### config.mk
export PLATFORM = sky130hd
export DESIGN_NAME = seg_scan_ctrl
export DESIGN_NICKNAME = d
export VERILOG_FILES = /design/src/rtl/seg_scan_ctrl.sv
export SDC_FILE = /design/constraint.sdc
export NUM_CORES = 1
export LEC_CHECK = 0
export BUFFER_PORTS_ARGS = -buffer_cell sky130_fd_sc_hd__buf_4
export CAP_MARGIN = 0
export CORE_ASPECT_RATIO = 0.5
export CORE_MARGIN = 5
export CORE_UTILIZATION = 50
export CTS_CLUSTER_DIAMETER = 60
export CTS_CLUSTER_SIZE = 14
export DETAILED_ROUTE_END_ITERATION = 16
export PLACE_DENSITY = 0.81
export SLEW_MARGIN = 20
export SYNTH_ARGS = -nofsm -noshare
export SYNTH_HDL_FRONTEND = slang
export SYNTH_SLANG_ARGS = --single-unit
### constraint.sdc
create_clock -name CLK -period 11.25 [get_ports CLK]
set_input_delay 0.5625 -clock CLK [delete_from_list [all_inputs] [get_ports CLK]]
set_output_delay 0.5625 -clock CLK [all_outputs]
set_load 0.02 [all_outputs]
### src/rtl/seg_scan_ctrl.sv
// seg_scan_ctrl
// Multiplexed 7-segment scan controller. A shadow buffer collects a full
// frame of digits (nibble, decimal point, blank) and is copied into the
// active buffer only at a frame boundary, so the display never tears.
// A prescaler paces the digit slots and a free-running 4-bit PWM counter
// gates the anode of the selected digit for brightness control.
// All outputs are registered: state at cycle t is visible at t+1.

module seg_scan_ctrl #(
    parameter int NUM_DIGITS = 8,
    parameter int ANODE_W    = 8,
    parameter int TICK_DIV   = 400000
) (
    input  logic                    CLK,
    input  logic                    RESET,
    input  logic                    ENABLE,
    input  logic                    LOAD,
    input  logic [4*NUM_DIGITS-1:0] DATA_IN,
    input  logic [NUM_DIGITS-1:0]   DP_IN,
    input  logic [NUM_DIGITS-1:0]   BLANK_IN,
    input  logic [3:0]              BRIGHT,
    output logic [3:0]              DIGIT_OUT,
    output logic                    DP_OUT,
    output logic [ANODE_W-1:0]      ANODE,
    output logic [2:0]              DIGIT_IDX,
    output logic                    FRAME_DONE
);

    // Prescaler width follows TICK_DIV; guard keeps it at least one bit wide.
    localparam int              PW      = (TICK_DIV > 1) ? $clog2(TICK_DIV) : 1;
    localparam logic [PW-1:0]   P_MAX   = PW'(TICK_DIV - 1);
    localparam logic [2:0]      IDX_MAX = 3'(NUM_DIGITS - 1);

    // Counters
    logic [PW-1:0]             p_r;
    logic [2:0]                idx_r;
    logic [3:0]                q_r;

    // Double buffer
    logic [4*NUM_DIGITS-1:0]   shadow_data_r;
    logic [NUM_DIGITS-1:0]     shadow_dp_r;
    logic [NUM_DIGITS-1:0]     shadow_blank_r;
    logic [4*NUM_DIGITS-1:0]   active_data_r;
    logic [NUM_DIGITS-1:0]     active_dp_r;
    logic [NUM_DIGITS-1:0]     active_blank_r;

    // Marks the first cycle showing freshly swapped active contents
    logic                      frame_pend_r;

    // Combinational helpers
    logic                      tick_s;
    logic                      frame_s;
    logic [2:0]                idx_next_s;
    logic                      lit_s;
    logic                      hit_s;
    logic [3:0]                sel_data_s;
    logic                      sel_dp_s;
    logic [ANODE_W-1:0]        anode_s;

    assign tick_s  = (p_r == P_MAX);
    assign frame_s = tick_s && (idx_r == IDX_MAX);

    // Next scan index: advance on tick, wrapping after the last digit.
    always_comb begin
        idx_next_s = idx_r;
        if (tick_s) begin
            if (idx_r == IDX_MAX) begin
                idx_next_s = 3'd0;
            end else begin
                idx_next_s = idx_r + 3'd1;
            end
        end else begin
            idx_next_s = idx_r;
        end
    end

    // Prescaler, scan index and free-running PWM counter.
    always_ff @(posedge CLK or posedge RESET) begin
        if (RESET) begin
            p_r   <= '0;
            idx_r <= 3'd0;
            q_r   <= 4'd0;
        end else begin
            p_r   <= tick_s ? '0 : (p_r + PW'(1));
            idx_r <= idx_next_s;
            q_r   <= q_r + 4'd1;
        end
    end

    // Shadow capture on LOAD; active takes the pre-LOAD shadow at a frame boundary.
    always_ff @(posedge CLK or posedge RESET) begin
        if (RESET) begin
            shadow_data_r  <= '0;
            shadow_dp_r    <= '0;
            shadow_blank_r <= '1;
            active_data_r  <= '0;
            active_dp_r    <= '0;
            active_blank_r <= '1;
            frame_pend_r   <= 1'b0;
        end else begin
            if (LOAD) begin
                shadow_data_r  <= DATA_IN;
                shadow_dp_r    <= DP_IN;
                shadow_blank_r <= BLANK_IN;
            end
            if (frame_s) begin
                active_data_r  <= shadow_data_r;
                active_dp_r    <= shadow_dp_r;
                active_blank_r <= shadow_blank_r;
            end
            frame_pend_r <= frame_s;
        end
    end

    // Select the current digit (AND-OR mux) and build the active-low anode word.
    always_comb begin
        sel_data_s = 4'h0;
        sel_dp_s   = 1'b0;
        hit_s      = 1'b0;
        anode_s    = '1;
        lit_s      = ENABLE && (q_r <= BRIGHT);
        for (int k = 0; k < NUM_DIGITS; k++) begin
            hit_s      = (idx_r == 3'(k));
            sel_data_s = sel_data_s | (active_data_r[4*k +: 4] & {4{hit_s}});
            sel_dp_s   = sel_dp_s | (active_dp_r[k] & hit_s);
            anode_s[k] = ~(lit_s & hit_s & ~active_blank_r[k]);
        end
    end

    // Output registers.
    always_ff @(posedge CLK or posedge RESET) begin
        if (RESET) begin
            ANODE      <= '1;
            DIGIT_OUT  <= 4'h0;
            DP_OUT     <= 1'b0;
            DIGIT_IDX  <= 3'd0;
            FRAME_DONE <= 1'b0;
        end else begin
            ANODE      <= anode_s;
            DIGIT_OUT  <= sel_data_s;
            DP_OUT     <= sel_dp_s;
            DIGIT_IDX  <= idx_r;
            FRAME_DONE <= frame_pend_r;
        end
    end

endmodule

==> flow_summary.toml, run 1 <==
[floorplanning]
core_sq_um = 11100
rows = 27
die_x_um = 162
die-area_sq_um = 14000
initial_core_util = 0.519
ios = 73
die_h_um = 86.1

[setup_path]
cp_max_fo = 28
crit_required_ps = 11540
crit_type = "reg2reg"
worstSetupStartpointType = "register"
critPathCaptureType = "register"
cp_data_arrival_time_ps = 2570

[logic_synthesis]
synth_async_sr_flop_share = 1.00
synthTopCellsByArea = "dfrtp_1, mux2_2, dfstp_2, mux2_4, ha_1"
synth_edf_count = 0
synth.avg_cell_area_sq_um = 14.6
synth_common_cells = "dfrtp_1, mux2_2, dfstp_2, mux2_4, nor2_1"
ys_ff_latch = 140
synth_most_common_cell = "dfrtp_1"
syn_nets = 463
synth_cell_types = 36
synth_area_sq_um = 5780
synth.top_cell.area_share = 0.502
synth_area_leader_cell = "dfrtp_1"
yosysWarningCount = 0
synthCells = 395
ys.flop_type = "dfrtp_1"
synth_seq_area_share = 0.611

[cells_and_area]
final_core_util = 0.635
nets = 539
seq_area_sq_um = 3530
area_growth_pct = 22.3
finalNonFillerCells = 629
nFillCells = 818
diodes = 0
multi_input_area_sq_um = 2120
drive_gt1_frac = 0.496

[sta]
fin_tns_setup_ps = 0
period_share = 0.203
layout_min_cycle_time_ps = 2280
drv_slew = 0
tightest_slew_ps = 729
setup_viol = 0
whs_ps = 201
clock.fmax_mhz = 439
finalHoldViolCount = 0
slew_headroom = 0.514
clock_skew_ps = 6.11
rsz0062_at_grt = "no"

[clock_tree]
cts_hold_buf = 0
clk_latency_ps = 410
numClockSinks = 140
cts_buffer_depth = 2
clkTransAtPathRegs_ps = 60
h-tree-depth = 4
cts_tree = "built"
cts_setup_buffers = 0
root_buffer = "clkbuf_16"
cts_resized = 0
cts_buffers = 17

[route]
wl_per_cell_um = 17.8
via_per_inst = 5.41
vias = 3402
antenna_left = 0
drc = 0
drtIter0Drc = 245
first_pass_iters = 4
drt_wl_total_mm = 11.2

[global_routing]
grt_max_degree = 82
grt_pass1_vias = 3748
gr-usage-all-layers = 0.173
grt-ovfl-total = 0
grt_pass1_wl_mm = 18.9
antenna_found_initial = 0

[power]
switching_share = 0.202
power_frac_clock = 0.499
seq_power_share = 0.458
peakVddDrop_v = 0.000111
power.internal_w = 0.000930
leakagePower_nw = 3.39
p_per_area_nw_per_um2 = 165
switchingPower_w = 0.000235
pwr-share-comb = 0.043

[status]
status = "finished, final reports clean"

[job]
max_cap_viol_count = 0

[place]
port_buffers = 72
dp_cells = 597
finalWeightedCongestion = 0.801
hpwl_mm = 7.48

[min_path]
worst_hold_path_type = "in2async"
metrics by stage:
| stage | area (sq um) | power (W) | worst slack (ps) |
|---|---|---|---|
| 4_1_cts | 7070 | 0.00118 | 8980 |
| 3_5_place_dp | 6440 | 0.000594 | 9010 |
| 2_1_floorplan | 5780 | 0.000569 | 6970 |
| 3_3_place_gp | 6440 | 0.000592 | 9030 |
| 5_1_grt | 7070 | 0.00120 | 8830 |
| 6_report | 7070 | 0.00117 | 8970 |
worst max-delay path, cell delays in order, from the launching register on:
cell and delay [ps]:
dfrtp_1 810, ha_1 510, nand4_1 180, buf_4 300
mux2_4 340
final timing paths:
check                                   end  depth (start not counted)         start  slack, ps
setup / recovery           active_data_r[2]                          4      idx_r[2]       8970
hold / removal                       q_r[0]                          2         RESET        200
setup reg to reg           active_data_r[2]                          4      idx_r[2]       8970
hold reg to reg                  FRAME_DONE                          0  frame_pend_r        360
max in group asynchronous  shadow_data_r[3]                          3         RESET       9970
min in group CLK                   ANODE[5]                          2        ENABLE        360
cell families after synthesis:
logic type	synth area share
AO/OA/AOI/OAI	0.0275
multiplexers	0.225
adder cells (fa/ha/maj)	0.0260
XOR/XNOR	0.0257
AND/OR/NAND/NOR	0.0621
buffers and inverters	0.0234
flip-flops	0.611
cell type report:
cell class	count	area share
clock buffer	22	0.0699
clock inverter	10	0.0193
inverter	11	0.00654
multi-input combinational	226	0.299
sequential	140	0.499
tap	145	0.0256
timing repair buffer	75	0.0801
routing by layer:
layer / GRT usage / vias up / share of wire
li1: - / 1562 / -
met1: 0.217 / 1754 / 0.44
met2: 0.295 / 72 / 0.51
met3: 0.0336 / 14 / 0.039
met4: 0.0744 / 0 / 0.011
met5: 0 / - / 0
state kept, by name (all words and copies together), names as in the netlist, 4 cells and up:
| signal | count |
|---|---|
| shadow_blank_r | 8 |
| ANODE | 8 |
| q_r | 4 |
| shadow_dp_r | 8 |
| active_data_r | 32 |
| DIGIT_OUT | 4 |
| active_blank_r | 8 |
| shadow_data_r | 32 |
| active_dp_r | 8 |
| p_r | 19 |
power groups by stage:
stage	registers (W)	clock network, W	logic, W
global route	0.000536	0.000613	0.0000561
CTS	0.000535	0.000591	0.0000516
floorplan	0.000539	0	0.0000300
global placement	0.000542	0	0.0000497
finish	0.000534	0.000581	0.0000502
detailed placement	0.000543	0	0.0000513
cells in the final DEF, fill, tap and decap left out, types with 6 or more instances in the layout:
master and instances:
mux2_4 20, nand2_1 10, clkbuf_16 17, nor2_1 20, xnor2_1 11, xor2_1 6
ha_1 12, dfrtp_1 116, nand3_1 12, inv_1 10, buf_4 74, dfstp_2 24
mux2_2 86, a222oi_1 6
Note: power is estimated with default switching activity, not from simulation.
==> run 2, diff against run 1 <==
--- a/config.mk
+++ b/config.mk
@@ -13,7 +13,7 @@
 export CTS_CLUSTER_DIAMETER = 60
 export CTS_CLUSTER_SIZE = 14
 export DETAILED_ROUTE_END_ITERATION = 16
-export PLACE_DENSITY = 0.81
+export PLACE_DENSITY = 0.84
 export SLEW_MARGIN = 20
 export SYNTH_ARGS = -nofsm -noshare
 export SYNTH_HDL_FRONTEND = slang
==> constraint.sdc (replaced) <==
create_clock -name CLK -period 1.9 [get_ports CLK]
set_input_delay 0.095 -clock CLK [delete_from_list [all_inputs] [get_ports CLK]]
set_output_delay 0.095 -clock CLK [all_outputs]
set_load 0.02 [all_outputs]
==> run 2 against run 1 <==
The run now ends with setup timing left. Clock power rose to 6.1 times the previous value. Final cell count rose by 13%. Total power rose to 6.1 times the previous value. Non-clock buffer count is 83 higher. Clock skew up 5.7 ps. Critical path depth grew 3. Worst setup slack worse by 9100 ps. Sequential power grew to 5.9 times the previous value. Clock-buffer cell count shrank 2. Combinational power rose to 8.2 times the previous value. Critical endpoint is now active_data_r[15]. Largest cell class unchanged.
==> flow_summary.toml, run 2 (same netlist as run 1, synthesis figures left out) <==
[place]
hpwl_mm = 8.38
finalWeightedCongestion = 0.786
port_buffers = 72

[cells_and_area]
area_growth_pct = 37.0
drive_gt1_frac = 0.489
reg_top3 = "active_data_r x32, shadow_data_r x32, p_r x19"
nets = 622
final_core_util = 0.711
diodes = 0
final_common_cell = "dfrtp_1"
final_cell_mix = "dfrtp_1, buf_4, mux2_2, dlygate4sd3_1, dfstp_2"

[floorplanning]
ios = 73
core_sq_um = 11100
die-area_sq_um = 14000
die_h_um = 86.1
die_x_um = 162
initial_core_util = 0.519
rows = 27

[sta]
clock.fmax_mhz = 487
rsz0062_at_grt = "yes"
finalHoldViolCount = 0
whs_ps = 307
clock_skew_ps = 11.8
tightest_slew_ps = 652
period_share = 1.08
slew_headroom = 0.565
layout_setup_ws_ps = -153
fin_tns_setup_ps = -5010
setup_viol = 47
layout_min_cycle_time_ps = 2050
drv_slew = 0

[route]
wl_per_cell_um = 20.6
first_pass_iters = 5
vias = 3959
drc = 0
antenna_left = 0
drt_wl_total_mm = 14.6
drtIter0Drc = 329
via_per_inst = 5.57

[power]
seq_power_share = 0.445
p_per_area_nw_per_um2 = 899
power.internal_w = 0.00561
power_frac_clock = 0.497
pwr-share-comb = 0.058
switchingPower_w = 0.00151
switching_share = 0.212
leakagePower_nw = 3.79
peakVddDrop_v = 0.000628

[setup_path]
cp_max_fo = 5
worstSetupStartpointType = "register"
crit_chain = "or4_4, nor3_4, nand4_1, buf_6, buf_6, buf_4, mux2_2"
crit_required_ps = 2200
cp_common_cell = "buf_6"
critPathCaptureType = "register"
cp_top_family = "simple AND/OR/NAND/NOR gates"
r2r_start = "p_r[10]"
slowest_delay_ps = 550
reg2reg_depth = 7
crit_type = "reg2reg"
ff2ff_setup_slack_ps = -150
cp_data_arrival_time_ps = 2350
crit_slowest_cell = "or4_4"
cp_num_buf_inv = 3
reg2reg_to = "active_data_r[15]"

[global_routing]
grt_pass1_vias = 4339
grt_max_degree = 49
grt-ovfl-total = 0
gr-usage-all-layers = 0.222
grt_pass1_wl_mm = 24.0
antenna_found_initial = 0

[clock_tree]
clkTransAtPathRegs_ps = 60
numClockSinks = 140
cts_tree = "built"
clk_latency_ps = 420
h-tree-depth = 4
root_buffer = "clkbuf_16"
cts_buffers = 17
cts_buffer_depth = 2

[status]
violations = "setup timing"
status = "finished, violations left"

[min_path]
worst_hold_path_type = "in2async"

[job]
max_cap_viol_count = 0
## run 2: power by group through the flow
| stage | Combinational [W] | Sequential (W) | Clock (W) |
|---|---|---|---|
| floorplan | 0.000178 | 0.00319 | 0 |
| global placement | 0.000313 | 0.00321 | 0 |
| detailed placement | 0.000324 | 0.00322 | 0 |
| CTS | 0.000411 | 0.00317 | 0.00354 |
| global route | 0.000451 | 0.00318 | 0.00372 |
| finish | 0.000412 | 0.00317 | 0.00354 |
## run 2: area by class of cell
type,count,area [sq um]
flip-flops and latches,140,3530
clock buffers,20,457
clock inverters,11,168
inverters,11,45.0
fillers,670,3220
repair buffers,158,1390
well taps,145,181
multi-input cells,226,2150
## run 2: layer usage
layer | share of wire | GRT usage
met5 | 0 | 0
met4 | 0.021 | 0.0798
met3 | 0.054 | 0.0518
met2 | 0.50 | 0.372
met1 | 0.42 | 0.288
## run 2: metrics by stage
step | cell area, sq um | power, W | instances | worst slack, ps
after floorplan | 5790 | 0.00337 | 395 | -16.0
after global routing | 7920 | 0.00735 | 711 | -203
after global placement | 6720 | 0.00352 | 626 | -101
after CTS | 7860 | 0.00712 | 707 | -66.4
final | 7920 | 0.00712 | 711 | -153
after detailed placement | 6720 | 0.00354 | 626 | -125
## run 2: worst max-delay path by stage
stage             from  slack [ps]  cells after the start                 to
6_report       p_r[10]        -150                      7  active_data_r[15]
5_1_grt        p_r[10]        -200                      7  active_data_r[24]
3_5_place_dp   p_r[10]        -120                      6  active_data_r[19]
4_1_cts        p_r[10]         -70                      6  active_data_r[27]
2_1_floorplan  p_r[10]         -20                      6   active_data_r[0]
3_3_place_gp   p_r[10]        -100                      6   active_data_r[6]
## run 2: repair_timing
item                                    CTS  global route
gates resized for setup                   6            12
endpoints found under the setup margin   48            52
buffers inserted                          1             3
pin swaps                                 1             0
hold buffers                             50             0
endpoints found under the hold margin    62             0
gates cloned                              0             1
## run 2: worst register-to-register path, stage by stage, from the launching register on
cell	delay, ps
dfrtp_1	380
or4_4	550
nor3_4	140
nand4_1	140
buf_6	170
buf_6	140
buf_4	150
mux2_2	270
